### config.mk
export PLATFORM = sky130hd
export DESIGN_NAME = wb_arbiter
export DESIGN_NICKNAME = d
export VERILOG_FILES = /design/src/rtl/wb_arbiter.sv
export SDC_FILE = /design/constraint.sdc
export NUM_CORES = 1
export LEC_CHECK = 0
export CORE_ASPECT_RATIO = 0.7
export CORE_MARGIN = 2
export CORE_UTILIZATION = 29
export CTS_CLUSTER_DIAMETER = 30
export DETAILED_ROUTE_END_ITERATION = 10
export PLACE_DENSITY = 0.81
export SLEW_MARGIN = 25
export SYNTH_ARGS = -nofsm -noshare
export SYNTH_HDL_FRONTEND = slang
export SYNTH_SLANG_ARGS = --single-unit
### constraint.sdc
create_clock -name clk -period 2.8 [get_ports clk]
set_input_delay 0.56 -clock clk [delete_from_list [all_inputs] [get_ports clk]]
set_output_delay 0.56 -clock clk [all_outputs]
set_load 0.005 [all_outputs]
### src/rtl/wb_arbiter.sv
`default_nettype none
// ============================================================================
// Module   : wb_arbiter
// Purpose  : Round-robin sharing of one pipelined Wishbone slave among NM
//            masters, with outstanding-ack tracking so acks reach their owner.
// Revision : 1.0
// ============================================================================
module wb_arbiter #(
    parameter int NM     = 2,
    parameter int AW     = 16,
    parameter int DW     = 16,
    parameter int MAXOUT = 4
) (
    input  logic              clk,
    input  logic              rst_n,
    input  logic [NM-1:0]     m_cyc,
    input  logic [NM-1:0]     m_stb,
    input  logic [NM-1:0]     m_we,
    input  logic [NM*AW-1:0]  m_adr,
    input  logic [NM*DW-1:0]  m_dat_i,
    output logic [DW-1:0]     m_dat_o,
    output logic [NM-1:0]     m_ack,
    output logic [NM-1:0]     m_stall,
    output logic [NM-1:0]     gnt,
    output logic              s_cyc,
    output logic              s_stb,
    output logic              s_we,
    output logic [AW-1:0]     s_adr,
    output logic [DW-1:0]     s_dat_o,
    input  logic [DW-1:0]     s_dat_i,
    input  logic              s_ack,
    input  logic              s_stall
);

    localparam int GW = (NM > 1) ? $clog2(NM) : 1;
    localparam int CW = $clog2(MAXOUT + 1);
    localparam logic [CW-1:0] CNT_MAX = CW'(MAXOUT);

    typedef enum logic [1:0] {
        ST_IDLE  = 2'd0,
        ST_OWNED = 2'd1,
        ST_DRAIN = 2'd2
    } state_t;

    state_t          state_q, state_d;
    logic [NM-1:0]   gnt_q, gnt_d;
    logic [GW-1:0]   gidx_q, gidx_d;
    logic [GW-1:0]   ptr_q, ptr_d;
    logic [CW-1:0]   cnt_q, cnt_d;

    logic            w_accept;
    logic            w_ack_valid;
    logic            w_release;
    logic [GW-1:0]   w_rel_ptr;
    logic [GW:0]     w_idle_pick;
    logic [GW:0]     w_rel_pick;

    // Returns {found, index} of the first requester at or after base, wrapping.
    function automatic logic [GW:0] pick_next(input logic [NM-1:0] req,
                                              input logic [GW-1:0] base);
        logic [GW:0] res;
        int          idx;
        res = '0;
        for (int i = NM - 1; i >= 0; i--) begin
            idx = int'(base) + i;
            if (idx >= NM) begin
                idx = idx - NM;
            end
            if (req[idx]) begin
                res = {1'b1, idx[GW-1:0]};
            end
        end
        return res;
    endfunction

    assign m_dat_o = s_dat_i;
    assign gnt     = gnt_q;

    always_comb begin
        s_cyc   = (state_q != ST_IDLE);
        s_stb   = 1'b0;
        s_we    = 1'b0;
        s_adr   = '0;
        s_dat_o = '0;
        m_stall = '1;
        m_ack   = '0;
        if (state_q == ST_OWNED) begin
            s_stb           = m_stb[gidx_q] & (cnt_q < CNT_MAX);
            s_we            = m_we[gidx_q];
            s_adr           = m_adr[int'(gidx_q)*AW +: AW];
            s_dat_o         = m_dat_i[int'(gidx_q)*DW +: DW];
            m_stall[gidx_q] = s_stall | (cnt_q == CNT_MAX);
            m_ack[gidx_q]   = s_ack & (cnt_q != '0);
        end
    end

    // Acks with nothing outstanding are protocol errors and must not move the count.
    assign w_accept    = s_stb & ~s_stall;
    assign w_ack_valid = s_ack & (cnt_q != '0) & (state_q != ST_IDLE);

    always_comb begin
        cnt_d = cnt_q;
        if (w_accept && !w_ack_valid) begin
            cnt_d = cnt_q + 1'b1;
        end else if (!w_accept && w_ack_valid) begin
            cnt_d = cnt_q - 1'b1;
        end
    end

    assign w_rel_ptr   = (gidx_q == GW'(NM - 1)) ? '0 : gidx_q + 1'b1;
    assign w_idle_pick = pick_next(m_cyc, ptr_q);
    assign w_rel_pick  = pick_next(m_cyc, w_rel_ptr);

    always_comb begin
        state_d   = state_q;
        gnt_d     = gnt_q;
        gidx_d    = gidx_q;
        ptr_d     = ptr_q;
        w_release = 1'b0;
        case (state_q)
            ST_IDLE: begin
                if (w_idle_pick[GW]) begin
                    state_d = ST_OWNED;
                    gidx_d  = w_idle_pick[GW-1:0];
                    gnt_d   = '0;
                    gnt_d[w_idle_pick[GW-1:0]] = 1'b1;
                end
            end
            ST_OWNED: begin
                if (!m_cyc[gidx_q]) begin
                    if (cnt_d == '0) begin
                        w_release = 1'b1;
                    end else begin
                        state_d = ST_DRAIN;
                    end
                end
            end
            ST_DRAIN: begin
                if (cnt_d == '0) begin
                    w_release = 1'b1;
                end
            end
            default: begin
                state_d = ST_IDLE;
                gnt_d   = '0;
            end
        endcase

        // Hand over directly to the next requester so there is no idle bubble.
        if (w_release) begin
            ptr_d = w_rel_ptr;
            gnt_d = '0;
            if (w_rel_pick[GW]) begin
                state_d = ST_OWNED;
                gidx_d  = w_rel_pick[GW-1:0];
                gnt_d[w_rel_pick[GW-1:0]] = 1'b1;
            end else begin
                state_d = ST_IDLE;
            end
        end
    end

    always_ff @(posedge clk or negedge rst_n) begin
        if (!rst_n) begin
            state_q <= ST_IDLE;
            gnt_q   <= '0;
            gidx_q  <= '0;
            ptr_q   <= '0;
            cnt_q   <= '0;
        end else begin
            state_q <= state_d;
            gnt_q   <= gnt_d;
            gidx_q  <= gidx_d;
            ptr_q   <= ptr_d;
            cnt_q   <= cnt_d;
        end
    end

endmodule
`default_nettype wire

=== Yosys cells after proc, flatten, opt, wreduce, memory -nomap -nowiden ===
Cells that the tools add are included.

* Register bits after elaboration: 9
* Latch bits: 0
* Bits in writable memories: 0
* Bits in read-only memories: 0
* Input bits: 90
* Output and inout port bits: 57
* Logic and storage cells: 120
* Memories: 0

* $add $sub $neg: 9
* Multipliers: 0
* Divide/modulo/power cells: 0
* Magnitude comparators: 15
* Equality and inequality tests: 8
* Shifts and indexed selects: 2
* Muxes and demuxes: 58
* Bitwise operators: 9
* Reductions and logical operators: 14

{| class="wikitable"
|+ Operator list
! operator !! count
|-
| 32-bit by 3-bit < comparator with 1-bit output, second input constant || 4
|-
| 32-bit two-way mux || 4
|-
| 32-bit by 6-bit indexed part select with 16-bit output || 2
|-
| 16-bit two-way mux || 2
|-
| 1-bit two-way mux || 31
|-
| 2-bit two-way mux || 13
|-
| 3-bit inequality test, second input constant || 3
|-
| 1-bit by 2-bit < comparator with 1-bit output, second input constant || 3
|-
| 3-bit two-way mux || 2
|-
| 2-bit case mux with 3 select lines || 1
|-
| 1-bit by 2-bit subtractor with 3-bit output, second input constant || 2
|-
| 2-bit by 2-bit subtractor with 3-bit output, second input constant || 2
|-
| 1-bit logical AND || 5
|-
| 1-bit by 1-bit adder with 2-bit output, second input constant || 2
|-
| 1-bit AND || 4
|-
| 1-bit by 2-bit greater-or-equal comparator with 1-bit output, second input constant || 2
|-
| 2-bit greater-or-equal comparator, second input constant || 2
|-
| 2-bit case mux with 2 select lines || 1
|-
| 4-bit AND reduction || 1
|-
| 3-bit by 1-bit adder with 3-bit output, second input constant || 1
|-
| 1-bit demux with 1-bit select || 3
|-
| 3-bit equality test, second input constant || 1
|-
| 1-bit greater-or-equal comparator, second input constant || 3
|-
| 3-bit logical NOT || 1
|-
| 19 further kinds || 20
|}

=== Logic depth before layout (Yosys ltp) ===
* Word-level depth: 16
* Depth in mapped cells: 11
* Mapped depth without buffers: 10

=== Worst setup path before layout ===
Ideal clock, no wire load.

* Path kind: register to register
* From: reg state_q[1]
* To: reg state_q[0]
* Library setup time: 73 ps
* Data arrival time: 2168 ps
* Required time: 2727 ps
* Slack: 559 ps
* Stages on the path, launching flop included: 11
* Path buffers: 0
* Period minus slack after synthesis: 2241 ps
* Cells stage by stage: dfrtp_1 inv_1 ha_1 nand2b_1 nor3_4 mux2i_1 xnor2_1 inv_2 nor4b_4 mux2_1 a21oi_2

* Cells in the longest elaborated chain, start to end: 13
* Elaborated cells between the ends (all ways): 24
* Those cells by class: eq/ne: 6; mux: 8; bitwise: 2; reduce/logical: 8

{| class="wikitable"
|+ Ends and longest elaborated chain
! what !! RTL line !! text
|-
| start, declared || 45 || <nowiki>state_t state_q, state_d;</nowiki>
|-
| start signal, assigned || 171 || <nowiki>state_q <= state_d;</nowiki>
|-
| 2-bit by 1-bit equality test with 1-bit output || 87 || <nowiki>if (state_q == ST_OWNED) begin</nowiki>
|-
| 1-bit two-way mux || 87 ||
|-
| 1-bit AND || 98 || <nowiki>assign w_accept = s_stb & ~s_stall;</nowiki>
|-
| 1-bit logical NOT || 105 || <nowiki>end else if (!w_accept && w_ack_valid) begin</nowiki>
|-
| 1-bit logical AND || 105 ||
|-
| 3-bit two-way mux || 105 ||
|-
| 3-bit two-way mux (*) || 103 || <nowiki>if (w_accept && !w_ack_valid) begin</nowiki>
|-
| via cnt_d[2] || 49 || <nowiki>logic [CW-1:0] cnt_q, cnt_d;</nowiki>
|-
| 3-bit logical NOT (*) || 131, 139 ||
|-
| 1-bit two-way mux || 131, 139 ||
|-
| 1-bit two-way mux || 130 || <nowiki>if (!m_cyc[gidx_q]) begin</nowiki>
|-
| 1-bit case mux with 2 select lines || 120 || <nowiki>case (state_q)</nowiki>
|-
| 3-bit inequality test (no source line) / 2-bit inequality test (equally long branches) || -- ||
|-
| 4-bit AND reduction (no source line) || -- ||
|}

Mark *: on every way through the listed nets, which the timed path passes. The rest lies on a longest branch.
A chain may end at the register's enable or synchronous reset.

=== Worst setup path after layout ===
* From: in s_ack
* To: reg state_q[0]

* Cells in the longest elaborated chain, start to end: 11
* Elaborated cells between the ends (all ways): 17
* Those cells by class: eq/ne: 4; mux: 6; bitwise: 2; reduce/logical: 5

{| class="wikitable"
|+ Ends and longest elaborated chain
! what !! RTL line !! text
|-
| start, declared || 31 || <nowiki>input logic s_ack,</nowiki>
|-
| 1-bit AND (*) (2 in a row) || 99 || <nowiki>assign w_ack_valid = s_ack & (cnt_q != '0) & (state_q != ST_IDLE);</nowiki>
|-
| 1-bit logical AND / 1-bit logical NOT (equally long branches) || 105, 103 ||
|-
| 3-bit two-way mux / 1-bit logical AND (equally long branches) || 105, 103 ||
|-
| 3-bit two-way mux (*) || 103 ||
|-
| 3-bit logical NOT (*) || 131, 139 ||
|-
| 1-bit two-way mux || 131, 139 ||
|-
| 1-bit two-way mux || 130 ||
|-
| 1-bit case mux with 2 select lines || 120 ||
|-
| 3-bit inequality test (no source line) / 2-bit inequality test (equally long branches) || -- ||
|-
| 4-bit AND reduction (no source line) || -- ||
|}

Every way passes the cells marked *; elsewhere a longest branch is shown, timed or not.

==> results <==
kinds of logic (layout without fill, tap and decap cells):
group                      after synthesis  after routing
and+or+nand+nor                         65             65
muxes                                   38             38
buffers and inverters                   38            134
AOI/OAI and AO/OA                       25             25
DFF                                      9              9
adders and majority gates                6              6
xor gates and xnor gates                 2              2
per-layer routing:
metal / vias to the layer above / global-route usage (%) / wire length [um]
met5: - / 0 / 0
met4: 0 / 1.35 / 16
met3: 2 / 5.19 / 416
met2: 64 / 29.2 / 2330
met1: 698 / 21.5 / 2050
li1: 801 / - / -
layout by cell type (no fill, tap or decap), types with 3 or more instances in the layout:
cell type and n:
clkdlybuf4s50_1 114, nor2_1 39, mux2i_1 36, inv_1 10
nand2_1 9, dfrtp_1 8, ha_1 6, a21oi_1 5
nand2b_1 4, nand3_1 4, clkbuf_8 3, buf_4 3
state kept, by name, indices dropped and copies added, names as in the netlist:
| signal | flops |
|---|---|
| cnt_q | 3 |
| gnt | 2 |
| state_q | 2 |
| gidx_q | 1 |
| ptr_q | 1 |
layout make-up:
type / instances / area [um^2] / share of cell area, %
tap: 57 / 71.3 / 2.81
timing repair buffer: 118 / 1180 / 46.6
clock buffer: 4 / 45.0 / 1.77
multi-input combinational: 136 / 970 / 38.2
inverter: 12 / 45.0 / 1.77
sequential: 9 / 226 / 8.91
stage by stage:
stage | hold WS (ns) | setup TNS [ns] | cell area [um^2]
5_1_grt | 0.641 | 0 | 2540
6_report | 0.607 | 0 | 2540
3_5_place_dp | 0.587 | -0.0735 | 2500
4_1_cts | 0.604 | 0 | 2540
2_1_floorplan | 0.264 | 0 | 1410
3_3_place_gp | 0.577 | 0 | 2500
power by group through the flow:
| stage | registers [mW] | logic (mW) | clock network [mW] |
|---|---|---|---|
| CTS | 0.266 | 1.60 | 0.160 |
| global route | 0.277 | 1.73 | 0.166 |
| floorplan | 0.244 | 0.901 | 0 |
| finish | 0.269 | 1.58 | 0.156 |
| global placement | 0.265 | 1.56 | 0 |
| detailed placement | 0.267 | 1.59 | 0 |
synth_stat cells, types with 2 or more instances:
cell type,count,area [um^2]
a21oi_1,5,25.0
o21ai_0,2,10.0
clkbuf_1,8,30.0
a31oi_1,2,12.5
ha_1,6,75.1
nor2_1,39,146
nand3_1,4,20.0
nand2b_1,4,25.0
xnor2_1,2,17.5
dfrtp_1,9,225
nor3_1,2,10.0
mux2i_1,36,360
nand2_1,9,33.8
a211o_1,2,17.5
buf_4,18,135
a21oi_2,2,17.5
inv_1,10,37.5
final timing paths:
kind | startpoint | slack [ns] | cells past startpoint | endpoint
worst min register to register | ptr_q$_DFFE_PN0P_ | 0.61 | 2 | ptr_q$_DFFE_PN0P_
worst max register to register | state_q[0]$_DFFE_PN0P_ | 0.25 | 9 | state_q[0]$_DFFE_PN0P_
min in group asynchronous | rst_n | 0.63 | 1 | cnt_q[0]$_DFF_PN0_
worst max-delay path | s_ack | 0.18 | 8 | state_q[0]$_DFFE_PN0P_
max in group asynchronous | rst_n | 1.84 | 1 | gidx_q$_DFF_PN0_
worst min-delay path | ptr_q$_DFFE_PN0P_ | 0.61 | 2 | ptr_q$_DFFE_PN0P_
worst min-delay path: cells and delay by family (launching register included):
| kind | cells | cell delay [ns] |
|---|---|---|
| AO/OA/AOI/OAI | 1 | 0.09 |
| buffers and inverters | 1 | 0.07 |
| flip-flops | 1 | 0.39 |
==> impl_metrics.tcl <==
set metrics [dict create \
    overflow 0 \
    drc_errors 0 \
    antenna_cells 0 \
    routed_wl_um 4810 \
    yosys_warnings 0 \
    pre_cts_slack_ns -0.0735 \
    ys_seq_area_share_pct 16.0 \
    area_growth_syn_to_layout_pct 80.9 \
    place_inst 332 \
    syn_inst 183 \
    route.vias.total 1565 \
    finalSetupViolations 0 \
    worst_setup_path_end_kind "register" \
    cts_setup_buffers 0 \
    slew_viol_final 0 \
    ant_nets 0 \
    grt_pass1_vias 1498 \
    cts_max_level 1 \
    p_int_mw 1.16 \
    path_cells "clkdlybuf4s50_1 > nor2b_1 > nand2_1 > and2_1 > o41ai_2 > nor4b_4 > mux2_1 > a21oi_2" \
    synth_top_family_by_area "multiplexers" \
    cts_made_buffers 3 \
    syn-cell-area_um2 1410 \
    layout_min_cycle_time_ns 2.62 \
    tightest_slew_ns 0.430 \
    seqPwrFrac_pct 13.4 \
    crit_path_max_incr_delay_ns 0.47 \
    cts_buffer_depth 2 \
    ir_worst_vdd_v 0.000409 \
    fin_total_pwr_mw 2.01 \
    skew_ns 0.000831 \
    synth-seq-cells 9 \
    insertion_delay_ns 0.24 \
    dieArea_um2 5430 \
    dieHeight_um 62.2 \
    port_buffers 114 \
    start_util_pct 29.7 \
    fmax_mhz 382 \
    ys_types 40 \
    avgRoutedWirePerCell_um 14.3 \
    async_reset_ff_share_pct 100 \
    critPathRequiredTime_ns 2.97 \
    io-pin-count 147 \
    switching_share_pct 42.3 \
    cp-start-kind "input pin" \
    fp.coreArea_um2 4730 \
    hold_class "reg2reg" \
    place.gp.congestion 0.790 \
    yosys.area_share.simple_pct 21.8 \
    drt_iter0_drc 31 \
    p_clk_share_pct 7.8 \
    fill_cells 466 \
    die_x_um 87.2 \
    firstDrtPassIters 4 \
    synth_edf_count 0 \
    crit_arrival_ns 2.79 \
    synth_nets 279 \
    rsz0062_at_grt "false" \
    final_util_pct 53.7 \
    grt_pass1_wl_um 7400 \
    clk_pin_slew_ns 0.05 \
    ys.flop_type "dfrtp_1" \
    leakagePower_nw 1.17 \
    clockRootBuffer "clkbuf_8" \
    crit_family "simple AND/OR/NAND/NOR gates" \
    rows 21 \
    synth_compound_area_share_pct 13.4 \
    relSlewSlack_pct 71.2 \
    maxCapViolCount 0 \
    track_usage_pct 16.9 \
    drive_gt1_share_pct 6.45 \
    postCtsHoldBufs 0 \
    switchingPower_uw 849 \
    report.final.hold_viol_count 0 \
    path_class "in2reg" \
    instances_no_fill 336 \
    antenna_found_initial 0 \
    post-route-period-util_pct 93.5 \
    routed_via_density 4.66 \
    combPwrFrac_pct 78.8 \
    synth-xor-area-share_pct 1.25 \
    synthAdderAreaFrac_pct 5.34 \
    cp_slowest_cell "clkdlybuf4s50_1" \
    nNetsFinal 376 \
    critical_path_buf_inv_count 1 \
    cts_tree "built" \
    outcome "finished, final reports clean" \
    powerDensity_nw_per_um2 790 \
    post-dp-hpwl_um 3930 \
    grt_start_max_net_pins 36 \
    cts_resized 0 \
    cts_num_sinks 9 \
    worst-path-max-fanout 5 \
    syn_avg_cell_area_um2 7.68 \
    synthMuxAreaShare_pct 27.2 \
    setup_slack_ns 0.181 \
]
No activity file was read; power rests on OpenSTA's default activity.
